==> config.mk <==
export PLATFORM = sky130hd
export DESIGN_NAME = fb_striped_write_scheduler_flat
export DESIGN_NICKNAME = d
export VERILOG_FILES = /design/src/rtl/fb_striped_write_scheduler_pkg.sv /design/src/rtl/fb_striped_write_scheduler_if.sv /design/src/rtl/fb_striped_write_scheduler_axi_write_port.sv /design/src/rtl/fb_striped_write_scheduler.sv /design/src/flat_wrapper.sv
export SDC_FILE = /design/constraint.sdc
export NUM_CORES = 1
export LEC_CHECK = 0
export ABC_AREA = 1
export CORE_AREA = 2 2 98 100
export DETAILED_ROUTE_END_ITERATION = 10
export DIE_AREA = 0 0 100 102
export PLACE_DENSITY_LB_ADDON = 0.08
export SYNTH_ARGS = -nofsm -noshare
export SYNTH_HDL_FRONTEND = slang
export SYNTH_SLANG_ARGS = --single-unit
export TNS_END_PERCENT = 100
==> constraint.sdc <==
create_clock -name axi_clk -period 2.4 [get_ports axi_clk]
set_input_delay 0.48 -clock axi_clk [delete_from_list [all_inputs] [get_ports axi_clk]]
set_output_delay 0.48 -clock axi_clk [all_outputs]
set_load 0.05 [all_outputs]
==> src/rtl/fb_striped_write_scheduler_pkg.sv <==
// Shared types and constants for the striped framebuffer write scheduler.
package fb_striped_write_scheduler_pkg;

  // Per-stripe write port state
  typedef enum logic [1:0] {
    IDLE = 2'd0,
    ADDR = 2'd1,
    RESP = 2'd2
  } stripe_state_t;

  localparam logic [1:0] AXI_RESP_OKAY = 2'b00;

endpackage

==> src/rtl/fb_striped_write_scheduler_if.sv <==
// Bundles the pixel write request stream, display hold/status and the
// per-stripe AXI write channels. "master" is the environment side,
// "slave" is the scheduler.
interface fb_striped_write_scheduler_if #(
  parameter int NUM_S          = 2,
  parameter int PIXEL_BITS     = 12,
  parameter int AXI_ADDR_WIDTH = 20,
  parameter int AXI_DATA_WIDTH = 16
);
  // request stream and status
  logic                                         in_valid;
  logic                                         in_ready;
  logic [AXI_ADDR_WIDTH-1:0]                    in_addr;
  logic [PIXEL_BITS-1:0]                        in_color;
  logic                                         hold;
  logic                                         busy;
  logic                                         err;
  // per-stripe AXI write channels
  logic [NUM_S-1:0][AXI_ADDR_WIDTH-1:0]         fb_axi_awaddr;
  logic [NUM_S-1:0]                             fb_axi_awvalid;
  logic [NUM_S-1:0]                             fb_axi_awready;
  logic [NUM_S-1:0][AXI_DATA_WIDTH-1:0]         fb_axi_wdata;
  logic [NUM_S-1:0][AXI_DATA_WIDTH/8-1:0]       fb_axi_wstrb;
  logic [NUM_S-1:0]                             fb_axi_wvalid;
  logic [NUM_S-1:0]                             fb_axi_wready;
  logic [NUM_S-1:0][1:0]                        fb_axi_bresp;
  logic [NUM_S-1:0]                             fb_axi_bvalid;
  logic [NUM_S-1:0]                             fb_axi_bready;

  modport master (
    output in_valid, in_addr, in_color, hold,
    input  in_ready, busy, err,
    input  fb_axi_awaddr, fb_axi_awvalid,
    output fb_axi_awready,
    input  fb_axi_wdata, fb_axi_wstrb, fb_axi_wvalid,
    output fb_axi_wready,
    output fb_axi_bresp, fb_axi_bvalid,
    input  fb_axi_bready
  );

  modport slave (
    input  in_valid, in_addr, in_color, hold,
    output in_ready, busy, err,
    output fb_axi_awaddr, fb_axi_awvalid,
    input  fb_axi_awready,
    output fb_axi_wdata, fb_axi_wstrb, fb_axi_wvalid,
    input  fb_axi_wready,
    input  fb_axi_bresp, fb_axi_bvalid,
    output fb_axi_bready
  );

endinterface

==> src/rtl/fb_striped_write_scheduler_axi_write_port.sv <==
// Single-stripe AXI write port: captures one pixel write, issues AW and W
// independently, then waits for the B response before going idle again.
module fb_striped_write_scheduler_axi_write_port
  import fb_striped_write_scheduler_pkg::*;
#(
  parameter int AXI_ADDR_WIDTH = 20,
  parameter int AXI_DATA_WIDTH = 16
) (
  input  logic                          clk,
  input  logic                          rst_n,
  input  logic                          i_accept,
  input  logic [AXI_ADDR_WIDTH-1:0]     i_waddr,
  input  logic [AXI_DATA_WIDTH-1:0]     i_wdata,
  input  logic                          i_awready,
  input  logic                          i_wready,
  input  logic [1:0]                    i_bresp,
  input  logic                          i_bvalid,
  output logic [AXI_ADDR_WIDTH-1:0]     o_awaddr,
  output logic                          o_awvalid,
  output logic [AXI_DATA_WIDTH-1:0]     o_wdata,
  output logic [AXI_DATA_WIDTH/8-1:0]   o_wstrb,
  output logic                          o_wvalid,
  output logic                          o_bready,
  output logic                          o_idle,
  output logic                          o_bad_resp
);

  stripe_state_t               r_state;
  logic [AXI_ADDR_WIDTH-1:0]   r_awaddr;
  logic [AXI_DATA_WIDTH-1:0]   r_wdata;
  logic                        r_awvalid;
  logic                        r_wvalid;
  logic                        r_bready;

  // A channel counts as done once its valid is low or is being taken now
  logic w_aw_done;
  logic w_w_done;
  assign w_aw_done = !r_awvalid || i_awready;
  assign w_w_done  = !r_wvalid  || i_wready;

  // Stripe FSM with registered AXI channel outputs
  always_ff @(posedge clk or negedge rst_n) begin
    if (!rst_n) begin
      r_state   <= IDLE;
      r_awaddr  <= '0;
      r_wdata   <= '0;
      r_awvalid <= 1'b0;
      r_wvalid  <= 1'b0;
      r_bready  <= 1'b0;
    end else begin
      case (r_state)
        IDLE: begin
          if (i_accept) begin
            r_awaddr  <= i_waddr;
            r_wdata   <= i_wdata;
            r_awvalid <= 1'b1;
            r_wvalid  <= 1'b1;
            r_state   <= ADDR;
          end
        end
        ADDR: begin
          // address/data stay put; only the valids drop after their handshakes
          if (r_awvalid && i_awready) r_awvalid <= 1'b0;
          if (r_wvalid && i_wready)   r_wvalid  <= 1'b0;
          if (w_aw_done && w_w_done) begin
            r_bready <= 1'b1;
            r_state  <= RESP;
          end
        end
        RESP: begin
          if (i_bvalid) begin
            r_bready <= 1'b0;
            r_state  <= IDLE;
          end
        end
        default: r_state <= IDLE;
      endcase
    end
  end

  assign o_awaddr   = r_awaddr;
  assign o_awvalid  = r_awvalid;
  assign o_wdata    = r_wdata;
  assign o_wvalid   = r_wvalid;
  assign o_wstrb    = {(AXI_DATA_WIDTH/8){r_wvalid}};
  assign o_bready   = r_bready;
  assign o_idle     = (r_state == IDLE);
  assign o_bad_resp = r_bready && i_bvalid && (i_bresp != AXI_RESP_OKAY);

endmodule

==> src/rtl/fb_striped_write_scheduler.sv <==
// Striped framebuffer write scheduler: routes each pixel write to the SRAM
// stripe selected by the low address bits and tracks busy/error status.
module fb_striped_write_scheduler
  import fb_striped_write_scheduler_pkg::*;
#(
  parameter int NUM_S          = 2,
  parameter int PIXEL_BITS     = 12,
  parameter int AXI_ADDR_WIDTH = 20,
  parameter int AXI_DATA_WIDTH = 16
) (
  input  logic                        axi_clk,
  input  logic                        axi_resetn,
  fb_striped_write_scheduler_if.slave bus
);

  localparam int STRIPE_BITS = $clog2(NUM_S);

  logic [STRIPE_BITS-1:0]     w_sel;
  logic [AXI_ADDR_WIDTH-1:0]  w_waddr;
  logic [AXI_DATA_WIDTH-1:0]  w_wdata;
  logic [NUM_S-1:0]           w_idle;
  logic [NUM_S-1:0]           w_accept;
  logic [NUM_S-1:0]           w_bad_resp;
  logic                       r_err;

  // stripe = addr % NUM_S, word address = addr / NUM_S
  assign w_sel   = bus.in_addr[STRIPE_BITS-1:0];
  assign w_waddr = bus.in_addr >> STRIPE_BITS;
  assign w_wdata = AXI_DATA_WIDTH'(bus.in_color);

  // Ready only toward an idle stripe, never while the display holds or in reset
  assign bus.in_ready = axi_resetn && !bus.hold && w_idle[w_sel];

  genvar gi;
  generate
    for (gi = 0; gi < NUM_S; gi++) begin : g_stripe
      assign w_accept[gi] = bus.in_valid && bus.in_ready &&
                            (w_sel == STRIPE_BITS'(gi));

      fb_striped_write_scheduler_axi_write_port #(
        .AXI_ADDR_WIDTH (AXI_ADDR_WIDTH),
        .AXI_DATA_WIDTH (AXI_DATA_WIDTH)
      ) u_port (
        .clk        (axi_clk),
        .rst_n      (axi_resetn),
        .i_accept   (w_accept[gi]),
        .i_waddr    (w_waddr),
        .i_wdata    (w_wdata),
        .i_awready  (bus.fb_axi_awready[gi]),
        .i_wready   (bus.fb_axi_wready[gi]),
        .i_bresp    (bus.fb_axi_bresp[gi]),
        .i_bvalid   (bus.fb_axi_bvalid[gi]),
        .o_awaddr   (bus.fb_axi_awaddr[gi]),
        .o_awvalid  (bus.fb_axi_awvalid[gi]),
        .o_wdata    (bus.fb_axi_wdata[gi]),
        .o_wstrb    (bus.fb_axi_wstrb[gi]),
        .o_wvalid   (bus.fb_axi_wvalid[gi]),
        .o_bready   (bus.fb_axi_bready[gi]),
        .o_idle     (w_idle[gi]),
        .o_bad_resp (w_bad_resp[gi])
      );
    end
  endgenerate

  // Sticky error: any non-OKAY write response on any stripe
  always_ff @(posedge axi_clk or negedge axi_resetn) begin
    if (!axi_resetn) r_err <= 1'b0;
    else if (|w_bad_resp) r_err <= 1'b1;
  end

  assign bus.err  = r_err;
  assign bus.busy = |(~w_idle);

endmodule

==> src/flat_wrapper.sv <==
// flat-port wrapper written by rule: the top's interface ports become plain ports
module fb_striped_write_scheduler_flat import fb_striped_write_scheduler_pkg::*;
#(
  parameter int NUM_S          = 2,
  parameter int PIXEL_BITS     = 12,
  parameter int AXI_ADDR_WIDTH = 20,
  parameter int AXI_DATA_WIDTH = 16
)
  (axi_clk, axi_resetn, bus_in_valid, bus_in_addr, bus_in_color, bus_hold, bus_in_ready, bus_busy, bus_err, bus_fb_axi_awaddr, bus_fb_axi_awvalid, bus_fb_axi_awready, bus_fb_axi_wdata, bus_fb_axi_wstrb, bus_fb_axi_wvalid, bus_fb_axi_wready, bus_fb_axi_bresp, bus_fb_axi_bvalid, bus_fb_axi_bready);
  fb_striped_write_scheduler_if #(.NUM_S(NUM_S), .PIXEL_BITS(PIXEL_BITS), .AXI_ADDR_WIDTH(AXI_ADDR_WIDTH), .AXI_DATA_WIDTH(AXI_DATA_WIDTH)) bus_i ();
  input  logic axi_clk;
  input  logic axi_resetn;
  input wire logic [$bits(bus_i.in_valid)-1:0] bus_in_valid;
  input wire logic [$bits(bus_i.in_addr)-1:0] bus_in_addr;
  input wire logic [$bits(bus_i.in_color)-1:0] bus_in_color;
  input wire logic [$bits(bus_i.hold)-1:0] bus_hold;
  output wire logic [$bits(bus_i.in_ready)-1:0] bus_in_ready;
  output wire logic [$bits(bus_i.busy)-1:0] bus_busy;
  output wire logic [$bits(bus_i.err)-1:0] bus_err;
  output wire logic [$bits(bus_i.fb_axi_awaddr)-1:0] bus_fb_axi_awaddr;
  output wire logic [$bits(bus_i.fb_axi_awvalid)-1:0] bus_fb_axi_awvalid;
  input wire logic [$bits(bus_i.fb_axi_awready)-1:0] bus_fb_axi_awready;
  output wire logic [$bits(bus_i.fb_axi_wdata)-1:0] bus_fb_axi_wdata;
  output wire logic [$bits(bus_i.fb_axi_wstrb)-1:0] bus_fb_axi_wstrb;
  output wire logic [$bits(bus_i.fb_axi_wvalid)-1:0] bus_fb_axi_wvalid;
  input wire logic [$bits(bus_i.fb_axi_wready)-1:0] bus_fb_axi_wready;
  input wire logic [$bits(bus_i.fb_axi_bresp)-1:0] bus_fb_axi_bresp;
  input wire logic [$bits(bus_i.fb_axi_bvalid)-1:0] bus_fb_axi_bvalid;
  output wire logic [$bits(bus_i.fb_axi_bready)-1:0] bus_fb_axi_bready;
  assign bus_i.in_valid = bus_in_valid;
  assign bus_i.in_addr = bus_in_addr;
  assign bus_i.in_color = bus_in_color;
  assign bus_i.hold = bus_hold;
  assign bus_in_ready = bus_i.in_ready;
  assign bus_busy = bus_i.busy;
  assign bus_err = bus_i.err;
  assign bus_fb_axi_awaddr = bus_i.fb_axi_awaddr;
  assign bus_fb_axi_awvalid = bus_i.fb_axi_awvalid;
  assign bus_i.fb_axi_awready = bus_fb_axi_awready;
  assign bus_fb_axi_wdata = bus_i.fb_axi_wdata;
  assign bus_fb_axi_wstrb = bus_i.fb_axi_wstrb;
  assign bus_fb_axi_wvalid = bus_i.fb_axi_wvalid;
  assign bus_i.fb_axi_wready = bus_fb_axi_wready;
  assign bus_i.fb_axi_bresp = bus_fb_axi_bresp;
  assign bus_i.fb_axi_bvalid = bus_fb_axi_bvalid;
  assign bus_fb_axi_bready = bus_i.fb_axi_bready;
  fb_striped_write_scheduler #(.NUM_S(NUM_S), .PIXEL_BITS(PIXEL_BITS), .AXI_ADDR_WIDTH(AXI_ADDR_WIDTH), .AXI_DATA_WIDTH(AXI_DATA_WIDTH)) u_core (.axi_clk(axi_clk), .axi_resetn(axi_resetn), .bus(bus_i));
endmodule
==> impl_results.html, run 1 <==
<table>
<tr><th>Metric</th><th>Value</th></tr>
<tr><th colspan="2">Cells and area</th></tr>
<tr><td>Final nets</td><td>508</td></tr>
<tr><td>Post-route design area</td><td>4620 um^2</td></tr>
<tr><td>Most common cell after layout, fill and taps aside</td><td>sky130_fd_sc_hd__clkdlybuf4s50_1</td></tr>
<tr><td>Area used by sequential logic in the layout</td><td>1830 um^2</td></tr>
<tr><td>Number of diodes</td><td>0</td></tr>
<tr><td>Area growth syn-to-layout</td><td>44.4%</td></tr>
<tr><td>Layout cells sized above 1</td><td>6.85%</td></tr>
<tr><td>Total area of multi-input combinational cells</td><td>972 um^2</td></tr>
<tr><td>Highest-count cells in the layout ignoring fill and taps</td><td>118 x sky130_fd_sc_hd__clkdlybuf4s50_1, 117 x sky130_fd_sc_hd__nand2_1, 73 x sky130_fd_sc_hd__dfrtp_1</td></tr>
<tr><td>Number of fill cells in the layout</td><td>891</td></tr>
<tr><th colspan="2">Worst setup path</th></tr>
<tr><td>CP Max Fanout</td><td>4</td></tr>
<tr><td>CP endpoint kind</td><td>primary output</td></tr>
<tr><td>Crit Reg-Reg Startpoint</td><td>u_core.g_stripe[0].u_port.r_state[0]</td></tr>
<tr><td>Path type of the worst setup path</td><td>reg -&gt; out</td></tr>
<tr><td>Flop2flop setup slack</td><td>920 ps</td></tr>
<tr><td>Reg-to-reg endpoint</td><td>u_core.g_stripe[0].u_port.o_awaddr[3]</td></tr>
<tr><td>Required time of the critical path</td><td>1920 ps</td></tr>
<tr><td>Kind of launch point of the worst setup path</td><td>register</td></tr>
<tr><td>Worst reg2reg path depth</td><td>5</td></tr>
<tr><td>Critical path data arrival time</td><td>1760 ps</td></tr>
<tr><th colspan="2">Die</th></tr>
<tr><td>Number of placement rows</td><td>35</td></tr>
<tr><td>Width of the die</td><td>100 um</td></tr>
<tr><td>Core Area</td><td>9110 um^2</td></tr>
<tr><td>Count of pins on the block boundary</td><td>131</td></tr>
<tr><td>Initial standard-cell utilization of the core</td><td>35.1%</td></tr>
<tr><td>DIE AREA</td><td>10,200 um^2</td></tr>
<tr><td>Die outline height</td><td>102 um</td></tr>
<tr><th colspan="2">Clock tree</th></tr>
<tr><td>Number of buffers inserted by post-CTS setup repair</td><td>0</td></tr>
<tr><td>Total number of H-tree levels</td><td>3</td></tr>
<tr><td>Source-to-sink clock delay at the later pin of the worst-skew pair</td><td>340 ps</td></tr>
<tr><td>Clock net sink count</td><td>73</td></tr>
<tr><td>TritonCTS buffer count</td><td>9</td></tr>
<tr><td>CTS Buffer Depth</td><td>2</td></tr>
<tr><td>Hold-fix buffer count after cts</td><td>0</td></tr>
<tr><td>Number of resized instances in the post-cts repair step</td><td>0</td></tr>
<tr><td>Buffer type at the clock tree root</td><td>sky130_fd_sc_hd__clkbuf_8</td></tr>
<tr><td>Clock tree from TritonCTS</td><td>done</td></tr>
<tr><td>Worst-path clk slew</td><td>80 ps</td></tr>
<tr><th colspan="2">Detailed routing</th></tr>
<tr><td>WL/cell</td><td>14.0 um</td></tr>
<tr><td>First-iteration detailed-routing DRC count</td><td>108</td></tr>
<tr><td>Detailed-route wire length</td><td>8.09 mm</td></tr>
<tr><td>Vias</td><td>2,658</td></tr>
<tr><td>Antenna violation net count after detailed routing</td><td>0</td></tr>
<tr><td>DRC viols</td><td>0</td></tr>
<tr><td>Detailed-routing iteration count for the pre-antenna-repair pass</td><td>4</td></tr>
<tr><td>Vias per cell</td><td>4.60</td></tr>
<tr><th colspan="2">Synth</th></tr>
<tr><td>Cell variety after synth</td><td>24</td></tr>
<tr><td>Mean cell area of the mapped netlist</td><td>9.04 um^2</td></tr>
<tr><td>Fraction of the yosys area taken by sequential cells</td><td>57.1%</td></tr>
<tr><td>Synthesized flop and latch total</td><td>73</td></tr>
<tr><td>Cells after Synth</td><td>354</td></tr>
<tr><td>Yosys warnings</td><td>0</td></tr>
<tr><td>Combined area of all synthesized cells</td><td>3200 um^2</td></tr>
<tr><td>XOR/XNOR Fraction of Synth Area</td><td>0%</td></tr>
<tr><td>Cell accounting for the most synthesized area</td><td>sky130_fd_sc_hd__dfrtp_1</td></tr>
<tr><td>Main combinational cell family by area after synthesis</td><td>simple AND/OR/NAND/NOR gates</td></tr>
<tr><td>Fraction of the mapped netlist area in simple logic gates</td><td>22.6%</td></tr>
<tr><td>Mux share of post-synthesis cell area</td><td>0%</td></tr>
<tr><td>Cell types occupying the most area after synthesis</td><td>sky130_fd_sc_hd__dfrtp_1 57%, sky130_fd_sc_hd__nand2_1 14%, sky130_fd_sc_hd__nand4_1 6.3%</td></tr>
<tr><td>Area share of fa/ha/maj cells after synthesis</td><td>0%</td></tr>
<tr><td>Area fraction in compound gates after synthesis</td><td>6.65%</td></tr>
<tr><td>Post-synth top area share</td><td>57.1%</td></tr>
<tr><th colspan="2">Placed design</th></tr>
<tr><td>Count of input and output buffers</td><td>120</td></tr>
<tr><td>HPWL after detailed placement</td><td>5.38 mm</td></tr>
<tr><td>Placed instance area</td><td>4370 um^2</td></tr>
<tr><td>Routability cong.</td><td>0.713</td></tr>
<tr><th colspan="2">STA</th></tr>
<tr><td>Transition time at the pin with the least slew margin</td><td>941 ps</td></tr>
<tr><td>Relative max-transition margin</td><td>37.3%</td></tr>
<tr><td>Worst hold slack</td><td>392 ps</td></tr>
<tr><td>Final cycle utilization of the critical path</td><td>93.1%</td></tr>
<tr><td>Final number of max-transition violations</td><td>0</td></tr>
<tr><td>Number of hold-slack violations in the final timing report</td><td>0</td></tr>
<tr><td>Final period demand of the worst path</td><td>2240 ps</td></tr>
<tr><td>Worst clock skew</td><td>12.6 ps</td></tr>
<tr><td>FMAX</td><td>447 MHz</td></tr>
<tr><td>Setup violation total in the final timing report</td><td>0</td></tr>
<tr><td>Post-Route Setup TNS</td><td>0 ps</td></tr>
<tr><td>Setup repair after global routing missed its margin</td><td>no</td></tr>
<tr><th colspan="2">Pwr</th></tr>
<tr><td>Net switching fraction of the power</td><td>45.1%</td></tr>
<tr><td>Total internal power</td><td>3.29 mW</td></tr>
<tr><td>Leakage power</td><td>2.29 nW</td></tr>
<tr><td>Power share of the clock group</td><td>20.2%</td></tr>
<tr><td>Logic pwr share</td><td>49.2%</td></tr>
<tr><td>Net switching power</td><td>2.70 mW</td></tr>
<tr><td>Pwr dens</td><td>1300 nW/um^2</td></tr>
<tr><td>Sequential share of power</td><td>30.6%</td></tr>
<tr><td>VDD IR-drop max</td><td>627 uV</td></tr>
<tr><th colspan="2">GRT</th></tr>
<tr><td>All-Layer GR Usage</td><td>16.6%</td></tr>
<tr><td>Maximum number of pins on one net before global-route repair</td><td>74</td></tr>
<tr><td>Wire length of the first global-routing pass</td><td>13.3 mm</td></tr>
<tr><td>Initial antenna violation count</td><td>0</td></tr>
<tr><td>Remaining Overflow, GRT</td><td>0</td></tr>
<tr><td>Via count of the first global-routing pass</td><td>2,616</td></tr>
<tr><th colspan="2">Worst hold path</th></tr>
<tr><td>Hold WC Path Type</td><td>in -&gt; async</td></tr>
<tr><th colspan="2">Status</th></tr>
<tr><td>Status</td><td>finished clean</td></tr>
<tr><th colspan="2">Run</th></tr>
<tr><td>Max-cap violation count</td><td>0</td></tr>
</table>
worst max-delay path, cell delays in order (launching register included):
cell and delay, ps:
sky130_fd_sc_hd__dfrtp_1 450, sky130_fd_sc_hd__inv_1 80, sky130_fd_sc_hd__nand3_1 90, sky130_fd_sc_hd__clkdlybuf4s50_1 800
kinds of logic after synthesis:
group | count (synthesis)
and+or+nand+nor | 160
AOI/OAI and AO/OA | 37
DFF | 73
buffers and inverters | 83
other | 1
through the flow:
stage / power [mW] / utilization [%] / cells / setup WS [ps]
detailed placement: 4.83 / 48.0 / 562 / 329
global route: 6.31 / 50.7 / 578 / 44.8
finish: 6.00 / 50.7 / 578 / 165
floorplan: 3.89 / - / 363 / 522
global placement: 4.81 / 48.0 / 562 / 326
CTS: 6.07 / 50.7 / 578 / 133
metal layers:
layer	vias to the layer above	global-route usage (%)	part of all wire, %
met5	-	0	0
met3	9	4.45	7.0
met4	0	6.32	1.0
met2	95	25.3	45
li1	1313	-	-
met1	1241	23.0	47
cells in the mapped netlist:
master and instances:
sky130_fd_sc_hd__buf_6 5, sky130_fd_sc_hd__o21a_1 1, sky130_fd_sc_hd__conb_1 1, sky130_fd_sc_hd__clkbuf_1 7
sky130_fd_sc_hd__nand3_1 3, sky130_fd_sc_hd__o21ai_2 4, sky130_fd_sc_hd__inv_1 43, sky130_fd_sc_hd__o211ai_1 2
sky130_fd_sc_hd__nor3_4 1, sky130_fd_sc_hd__nand3b_1 2, sky130_fd_sc_hd__o22ai_1 2, sky130_fd_sc_hd__nand2_1 117
sky130_fd_sc_hd__o31ai_1 1, sky130_fd_sc_hd__dfrtp_1 73, sky130_fd_sc_hd__buf_4 21, sky130_fd_sc_hd__nand3_2 1
sky130_fd_sc_hd__nand4_1 32, sky130_fd_sc_hd__o21ai_1 21, sky130_fd_sc_hd__nor2_4 1, sky130_fd_sc_hd__nor3b_1 1
sky130_fd_sc_hd__buf_1 1, sky130_fd_sc_hd__nor2_1 2, sky130_fd_sc_hd__buf_2 6, sky130_fd_sc_hd__o21ai_0 6
power by group through the flow:
| stage | combinational (mW) | sequential, mW | clock [mW] |
|---|---|---|---|
| final | 2.95 | 1.83 | 1.21 |
| after CTS | 2.98 | 1.84 | 1.25 |
| after detailed placement | 2.97 | 1.86 | 0 |
| after global placement | 2.95 | 1.85 | 0 |
| after global routing | 3.11 | 1.89 | 1.31 |
| after floorplan | 0.952 | 2.93 | 0 |
how the worst max path moves through the flow:
| stage | start | end | slack (ps) |
|---|---|---|---|
| finish | u_core.g_stripe[0].u_port.r_state[0] | bus_busy | 160 |
| global route | u_core.g_stripe[0].u_port.r_state[0] | bus_busy | 40 |
| CTS | u_core.g_stripe[0].u_port.r_state[0] | bus_busy | 130 |
| detailed placement | bus_hold | bus_in_ready | 330 |
| global placement | bus_hold | bus_in_ready | 330 |
| floorplan | axi_resetn | bus_in_ready | 520 |
layout make-up:
class	count	share of cell area, %
flip-flops and latches	73	39.5
clock inverters	4	2.14
clock buffers	12	3.36
repair buffers	128	27.5
multi-input cells	207	21.0
well taps	111	3.00
inverters	43	3.49
sequential cells by signal, summed over array words and instances (netlist names):
name / cells
u_core.g_stripe.u_port.o_awaddr: 38
u_core.g_stripe.u_port.o_awvalid: 2
u_core.bus.err: 1
u_core.g_stripe.u_port.o_wdata: 24
u_core.g_stripe.u_port.o_wvalid: 2
u_core.g_stripe.u_port.o_bready: 2
u_core.g_stripe.u_port.r_state: 4
Note: power is estimated with default switching activity, not from simulation.
==> run 2, diff against run 1 <==
--- a/config.mk
+++ b/config.mk
@@ -10,6 +10,8 @@
 export DETAILED_ROUTE_END_ITERATION = 10
 export DIE_AREA = 0 0 100 102
 export PLACE_DENSITY_LB_ADDON = 0.08
+export SKIP_LAST_GASP = 1
+export SLEW_MARGIN = 20
 export SYNTH_ARGS = -nofsm -noshare
 export SYNTH_HDL_FRONTEND = slang
 export SYNTH_SLANG_ARGS = --single-unit
==> results of run 2 <==
Final layout, timing and power as in run 1 (identical DEF).
==> run 3, diff against run 2 <==
--- a/config.mk
+++ b/config.mk
@@ -9,6 +9,7 @@
 export CORE_AREA = 2 2 98 100
 export DETAILED_ROUTE_END_ITERATION = 10
 export DIE_AREA = 0 0 100 102
+export MAX_ROUTING_LAYER = met4
 export PLACE_DENSITY_LB_ADDON = 0.08
 export SKIP_LAST_GASP = 1
 export SLEW_MARGIN = 20
==> constraint.sdc (replaced) <==
create_clock -name axi_clk -period 2.07 [get_ports axi_clk]
set_input_delay 0.414 -clock axi_clk [delete_from_list [all_inputs] [get_ports axi_clk]]
set_output_delay 0.414 -clock axi_clk [all_outputs]
set_load 0.05 [all_outputs]
==> impl_results.html, run 3 (synthesis results as in run 1) <==
<table>
<tr><th>Metric</th><th>Value</th></tr>
<tr><th colspan="2">Status</th></tr>
<tr><td>Status</td><td>finished clean (unchanged)</td></tr>
<tr><th colspan="2">Die</th></tr>
<tr><td>Initial standard-cell utilization of the core</td><td>35.1% (unchanged)</td></tr>
<tr><td>Die outline height</td><td>102 um (unchanged)</td></tr>
<tr><td>Count of pins on the block boundary</td><td>131 (unchanged)</td></tr>
<tr><td>Width of the die</td><td>100 um (unchanged)</td></tr>
<tr><td>DIE AREA</td><td>10,200 um^2 (unchanged)</td></tr>
<tr><td>Number of placement rows</td><td>35 (unchanged)</td></tr>
<tr><td>Core Area</td><td>9110 um^2 (unchanged)</td></tr>
<tr><th colspan="2">STA</th></tr>
<tr><td>Setup violation total in the final timing report</td><td>0 (unchanged)</td></tr>
<tr><td>Number of hold-slack violations in the final timing report</td><td>0 (unchanged)</td></tr>
<tr><td>Post-Route Setup TNS</td><td>0 ps (unchanged)</td></tr>
<tr><td>Final period demand of the worst path</td><td>1980 ps</td></tr>
<tr><td>Setup repair after global routing missed its margin</td><td>no (unchanged)</td></tr>
<tr><td>Final number of max-transition violations</td><td>0 (unchanged)</td></tr>
<tr><td>Transition time at the pin with the least slew margin</td><td>923 ps (was 941 ps)</td></tr>
<tr><td>Worst clock skew</td><td>12.4 ps (was 12.6 ps)</td></tr>
<tr><td>Final critical-path setup slack</td><td>87.1 ps (was 165 ps)</td></tr>
<tr><td>Relative max-transition margin</td><td>38.4% (was 37.3%)</td></tr>
<tr><td>Final cycle utilization of the critical path</td><td>95.8%</td></tr>
<tr><td>FMAX</td><td>504 MHz</td></tr>
<tr><th colspan="2">Clock tree</th></tr>
<tr><td>Clock net sink count</td><td>73 (unchanged)</td></tr>
<tr><td>TritonCTS buffer count</td><td>9 (unchanged)</td></tr>
<tr><td>Number of resized instances in the post-cts repair step</td><td>0 (unchanged)</td></tr>
<tr><td>CTS Buffer Depth</td><td>2 (unchanged)</td></tr>
<tr><td>Clock tree from TritonCTS</td><td>done (unchanged)</td></tr>
<tr><td>Total number of H-tree levels</td><td>3 (unchanged)</td></tr>
<tr><td>Worst-path clk slew</td><td>80 ps (about the same)</td></tr>
<tr><td>Hold-fix buffer count after cts</td><td>0 (unchanged)</td></tr>
<tr><td>Number of buffers inserted by post-CTS setup repair</td><td>0 (unchanged)</td></tr>
<tr><td>Buffer type at the clock tree root</td><td>sky130_fd_sc_hd__clkbuf_8 (unchanged)</td></tr>
<tr><td>Source-to-sink clock delay at the later pin of the worst-skew pair</td><td>340 ps (about the same)</td></tr>
<tr><th colspan="2">Worst setup path</th></tr>
<tr><td>CP endpoint kind</td><td>primary output (unchanged)</td></tr>
<tr><td>Flop2flop setup slack</td><td>700 ps (was 920 ps)</td></tr>
<tr><td>Path type of the worst setup path</td><td>reg -&gt; out (unchanged)</td></tr>
<tr><td>Required time of the critical path</td><td>1660 ps (was 1920 ps)</td></tr>
<tr><td>Crit Reg-Reg Startpoint</td><td>u_core.g_stripe[0].u_port.r_state[0] (unchanged)</td></tr>
<tr><td>Critical path data arrival time</td><td>1570 ps (was 1760 ps)</td></tr>
<tr><td>Worst reg2reg path depth</td><td>5 (unchanged)</td></tr>
<tr><td>Slowest cell on the critical path</td><td>sky130_fd_sc_hd__clkdlybuf4s50_1 (unchanged)</td></tr>
<tr><td>Reg-to-reg endpoint</td><td>u_core.g_stripe[0].u_port.o_awaddr[5] (was u_core.g_stripe[0].u_port.o_awaddr[3])</td></tr>
<tr><td>Max stage delay on crit path</td><td>820 ps (was 800 ps)</td></tr>
<tr><td>Number of buffer and inverter stages on the critical path</td><td>1 (was 2)</td></tr>
<tr><td>Cells along the critical path</td><td>clkdlybuf4s50_1 (was inv_1 -&gt; nand3_1 -&gt; clkdlybuf4s50_1)</td></tr>
<tr><td>CP Max Fanout</td><td>5 (was 4)</td></tr>
<tr><td>Kind of launch point of the worst setup path</td><td>register (unchanged)</td></tr>
<tr><td>Crit path from</td><td>u_core.g_stripe[1].u_port.o_wvalid (was u_core.g_stripe[0].u_port.r_state[0])</td></tr>
<tr><td>Category of cells accounting for the largest share of critical-path delay</td><td>buffers and inverters (unchanged)</td></tr>
<tr><th colspan="2">Detailed routing</th></tr>
<tr><td>Vias per cell</td><td>4.55 (was 4.60)</td></tr>
<tr><td>Detailed-route wire length</td><td>7.91 mm (was 8.09 mm)</td></tr>
<tr><td>DRC viols</td><td>0 (unchanged)</td></tr>
<tr><td>WL/cell</td><td>13.7 um (was 14.0 um)</td></tr>
<tr><td>Detailed-routing iteration count for the pre-antenna-repair pass</td><td>4 (unchanged)</td></tr>
<tr><td>Antenna violation net count after detailed routing</td><td>0 (unchanged)</td></tr>
<tr><td>First-iteration detailed-routing DRC count</td><td>63 (was 108)</td></tr>
<tr><td>Vias</td><td>2,632 (was 2,658)</td></tr>
<tr><th colspan="2">Placed design</th></tr>
<tr><td>Routability cong.</td><td>0.764 (was 0.713)</td></tr>
<tr><td>Count of input and output buffers</td><td>120 (unchanged)</td></tr>
<tr><td>Post-Place Worst Slack</td><td>178 ps (was 329 ps)</td></tr>
<tr><td>HPWL after detailed placement</td><td>5.23 mm (was 5.38 mm)</td></tr>
<tr><th colspan="2">Worst hold path</th></tr>
<tr><td>Hold WC Path Type</td><td>in -&gt; async (unchanged)</td></tr>
<tr><th colspan="2">GRT</th></tr>
<tr><td>Via count of the first global-routing pass</td><td>2,580 (was 2,616)</td></tr>
<tr><td>Initial antenna violation count</td><td>0 (unchanged)</td></tr>
<tr><td>Maximum number of pins on one net before global-route repair</td><td>74 (unchanged)</td></tr>
<tr><td>All-Layer GR Usage</td><td>16.8% (was 16.6%)</td></tr>
<tr><td>Wire length of the first global-routing pass</td><td>13.0 mm (was 13.3 mm)</td></tr>
<tr><td>Remaining Overflow, GRT</td><td>0 (unchanged)</td></tr>
<tr><th colspan="2">Pwr</th></tr>
<tr><td>Pwr dens</td><td>1490 nW/um^2 (was 1300 nW/um^2)</td></tr>
<tr><td>Total power of the final layout</td><td>6.90 mW (was 6.00 mW)</td></tr>
<tr><td>VDD IR-drop max</td><td>903 uV (was 627 uV)</td></tr>
<tr><td>Leakage power</td><td>2.29 nW (about the same)</td></tr>
<tr><th colspan="2">Cells and area</th></tr>
<tr><td>Highest-count cells in the layout ignoring fill and taps</td><td>117 x sky130_fd_sc_hd__nand2_1, 117 x sky130_fd_sc_hd__clkdlybuf4s50_1, 73 x sky130_fd_sc_hd__dfrtp_1 (was 118 x sky130_fd_sc_hd__clkdlybuf4s50_1, 117 x sky130_fd_sc_hd__nand2_1, 73 x sky130_fd_sc_hd__dfrtp_1)</td></tr>
<tr><td>Area growth syn-to-layout</td><td>44.4% (unchanged)</td></tr>
<tr><td>Number of diodes</td><td>0 (unchanged)</td></tr>
<tr><td>Final nets</td><td>508 (unchanged)</td></tr>
<tr><td>Number of flip-flops in the largest register</td><td>38 (unchanged)</td></tr>
<tr><td>Layout cells sized above 1</td><td>6.85% (unchanged)</td></tr>
<tr><td>Utilization of the core after routing</td><td>50.7% (unchanged)</td></tr>
<tr><th colspan="2">Run</th></tr>
<tr><td>Max-cap violation count</td><td>0 (unchanged)</td></tr>
</table>
[run 3: how the worst max path moves through the flow]
stage                                to  slack (ps)  depth (start not counted)
floorplan                  bus_in_ready         320                          4
global placement           bus_in_ready         180                          4
detailed placement         bus_in_ready         180                          4
CTS                 bus_fb_axi_wstrb[2]          50                          1
global route        bus_fb_axi_wstrb[2]          20                          1
finish              bus_fb_axi_wstrb[2]          90                          1
[run 3: cell type report]
class	count	area (um^2)
fill	886	4490
sequential	73	1830
timing repair buffer	128	1280
multi-input combinational	207	972
inverter	43	161
clock buffer	12	145
tap	111	139
clock inverter	4	98.8
[run 3: stage by stage]
stage / instances / hold WS [ps] / cell area (um^2)
2_1_floorplan: 363 / 118 / 3230
6_report: 578 / 317 / 4620
3_3_place_gp: 562 / 456 / 4380
3_5_place_dp: 562 / 458 / 4380
5_1_grt: 578 / 401 / 4620
4_1_cts: 578 / 353 / 4620
[run 3: power breakdown]
part	switching [mW]	leakage, nW	total (mW)	internal [mW]
Combinational	2.32	1.26	3.40	1.09
Clock	0.527	0.121	1.37	0.840
Sequential	0.277	0.910	2.13	1.86
[run 3: metal layers]
metal	global-route usage [%]	vias up	wire, um
met1	22.1	1228	3760
met4	4.74	0	78
met5	-	-	0
met3	4.99	5	542
li1	-	1310	-
met2	25.4	89	3530
==> patch: new RTL, settings of run 3 <==
Encoding of `stripe_state_t`: now one-hot (3 bits for 3 states).
--- a/src/rtl/fb_striped_write_scheduler_pkg.sv
+++ b/src/rtl/fb_striped_write_scheduler_pkg.sv
@@ -4,6 +4,6 @@
   // Per-stripe write port state
-  typedef enum logic [1:0] {
-    IDLE = 2'd0,
-    ADDR = 2'd1,
-    RESP = 2'd2
+  typedef enum logic [2:0] {
+    IDLE = 3'b001,
+    ADDR = 3'b010,
+    RESP = 3'b100
   } stripe_state_t;
Function: same outputs for any inputs over 4 cycles, from zero or initial values and one cycle with axi_resetn low; so few cycles prove little.
==> patch against run 3 <==
Clock skew shrank 0.0053 ns; core utilization shrank 0.14 points; count of clock-buffer cells in the layout shrank 2; sequential cell count grew 2; synthesized area grew 0.59%; worst setup slack lost 0.012 ns; cell area shrank 0.27%; total power grew 19%; die area is the same; wire length shrank 9.1%; sequential share of layout area grew 1.2 points; fmax shrank 0.59%; largest cell class unchanged.
==> patch: results (changes against run 3) <==
| Metric | Value |
|---|---|
| Status | `finished, final reports clean` |
| # clk buffers | `10 (-2)` |
| Worst path slowest cell | `dfstp_2` |
| Mean Syn Cell Area | `9.30 um^2 (+2.9%)` |
| RD Place Congestion | `0.703 (-8.0%)` |
| Worst Max-Slew Pin Slew | `0.615 ns (-0.308 ns)` |
| Worst r2r path cells | `7 (+2)` |
| M1 GR Usage | `0.209 (-0.0116)` |
| Met3 GRT Util | `0.0363 (-0.0137)` |
| Fillers | `879 (-0.79%)` |
| Share of cells above drive strength 1 | `0.0905 (+0.0220)` |
| Number of global-route vias before repair | `2353 (-8.8%)` |
| Nets@finish | `505 (-0.59%)` |
| Max stage delay on crit path | `0.53 ns (-0.29 ns)` |
| Vias per inst | `4.36 (-4.2%)` |
| Initial drt markers | `56 (-11%)` |
| Non-filler cells, final | `575 (-0.52%)` |
| Global-route wire length before repair | `11600 um (-11%)` |
| Fraction of area in multi-input gates | `0.200 (-0.0108)` |
| Crit-path max FO | `4 (-1)` |
| WL met2 | `3090 um (-12%)` |
| Routed wire length | `7190 um (-9.1%)` |
| Pre-CTS worst setup slack | `0.0846 ns (-0.0939 ns)` |
| Peak supply drop | `0.935 mV (+3.6%)` |
| Clk_skew | `0.00715 ns (-0.00529 ns)` |
| Synth Area in Compound Gates | `0.128 (+0.0614)` |
| Synth top cells by count | `97 x nand2_1, 73 x dfrtp_1, 51 x inv_1` |
| Cell family with most CP delay | `flip-flops` |
| GRT met2 Usage | `0.210 (-0.0437)` |
| WHS | `0.111 ns (-0.207 ns)` |
| Final non-clock buffer share | `0.276 (-0.000336)` |
| Sequential share of cell area | `0.408 (+0.0125)` |
| DR WL met3 | `447 um (-18%)` |
| Routed length on met1 | `3540 um (-6.0%)` |
| Leakage Power | `2.26 nW (-1.2%)` |
==> patch: cell count changes after synthesis, sizes merged, moves of 4 or more <==
cell    delta
inv        +9
clkbuf     -4
nand4     -30
o21ai     +37
nand2     -20
==> patch: worst max path at each step <==
stage                                                     from                                    to  slack (ns)  cells past startpoint
after floorplan           u_core.g_stripe[1].u_port.r_state[0]                          bus_in_ready        0.41                      3
after global placement                          bus_in_addr[0]                          bus_in_ready        0.11                      5
after detailed placement                        bus_in_addr[0]  u_core.g_stripe[1].u_port.o_wdata[0]        0.08                      7
after CTS                 u_core.g_stripe[0].u_port.r_state[0]                          bus_in_ready        0.02                      6
after global routing      u_core.g_stripe[0].u_port.r_state[0]                          bus_in_ready      -0.002                      6
final                     u_core.g_stripe[0].u_port.r_state[0]                          bus_in_ready        0.08                      6
==> patch: power breakdown <==
part,switching [mW],internal (mW)
Combinational,3.14,1.48
Sequential,0.355,2.08
Clock,0.549,0.590
Total,4.04,4.16
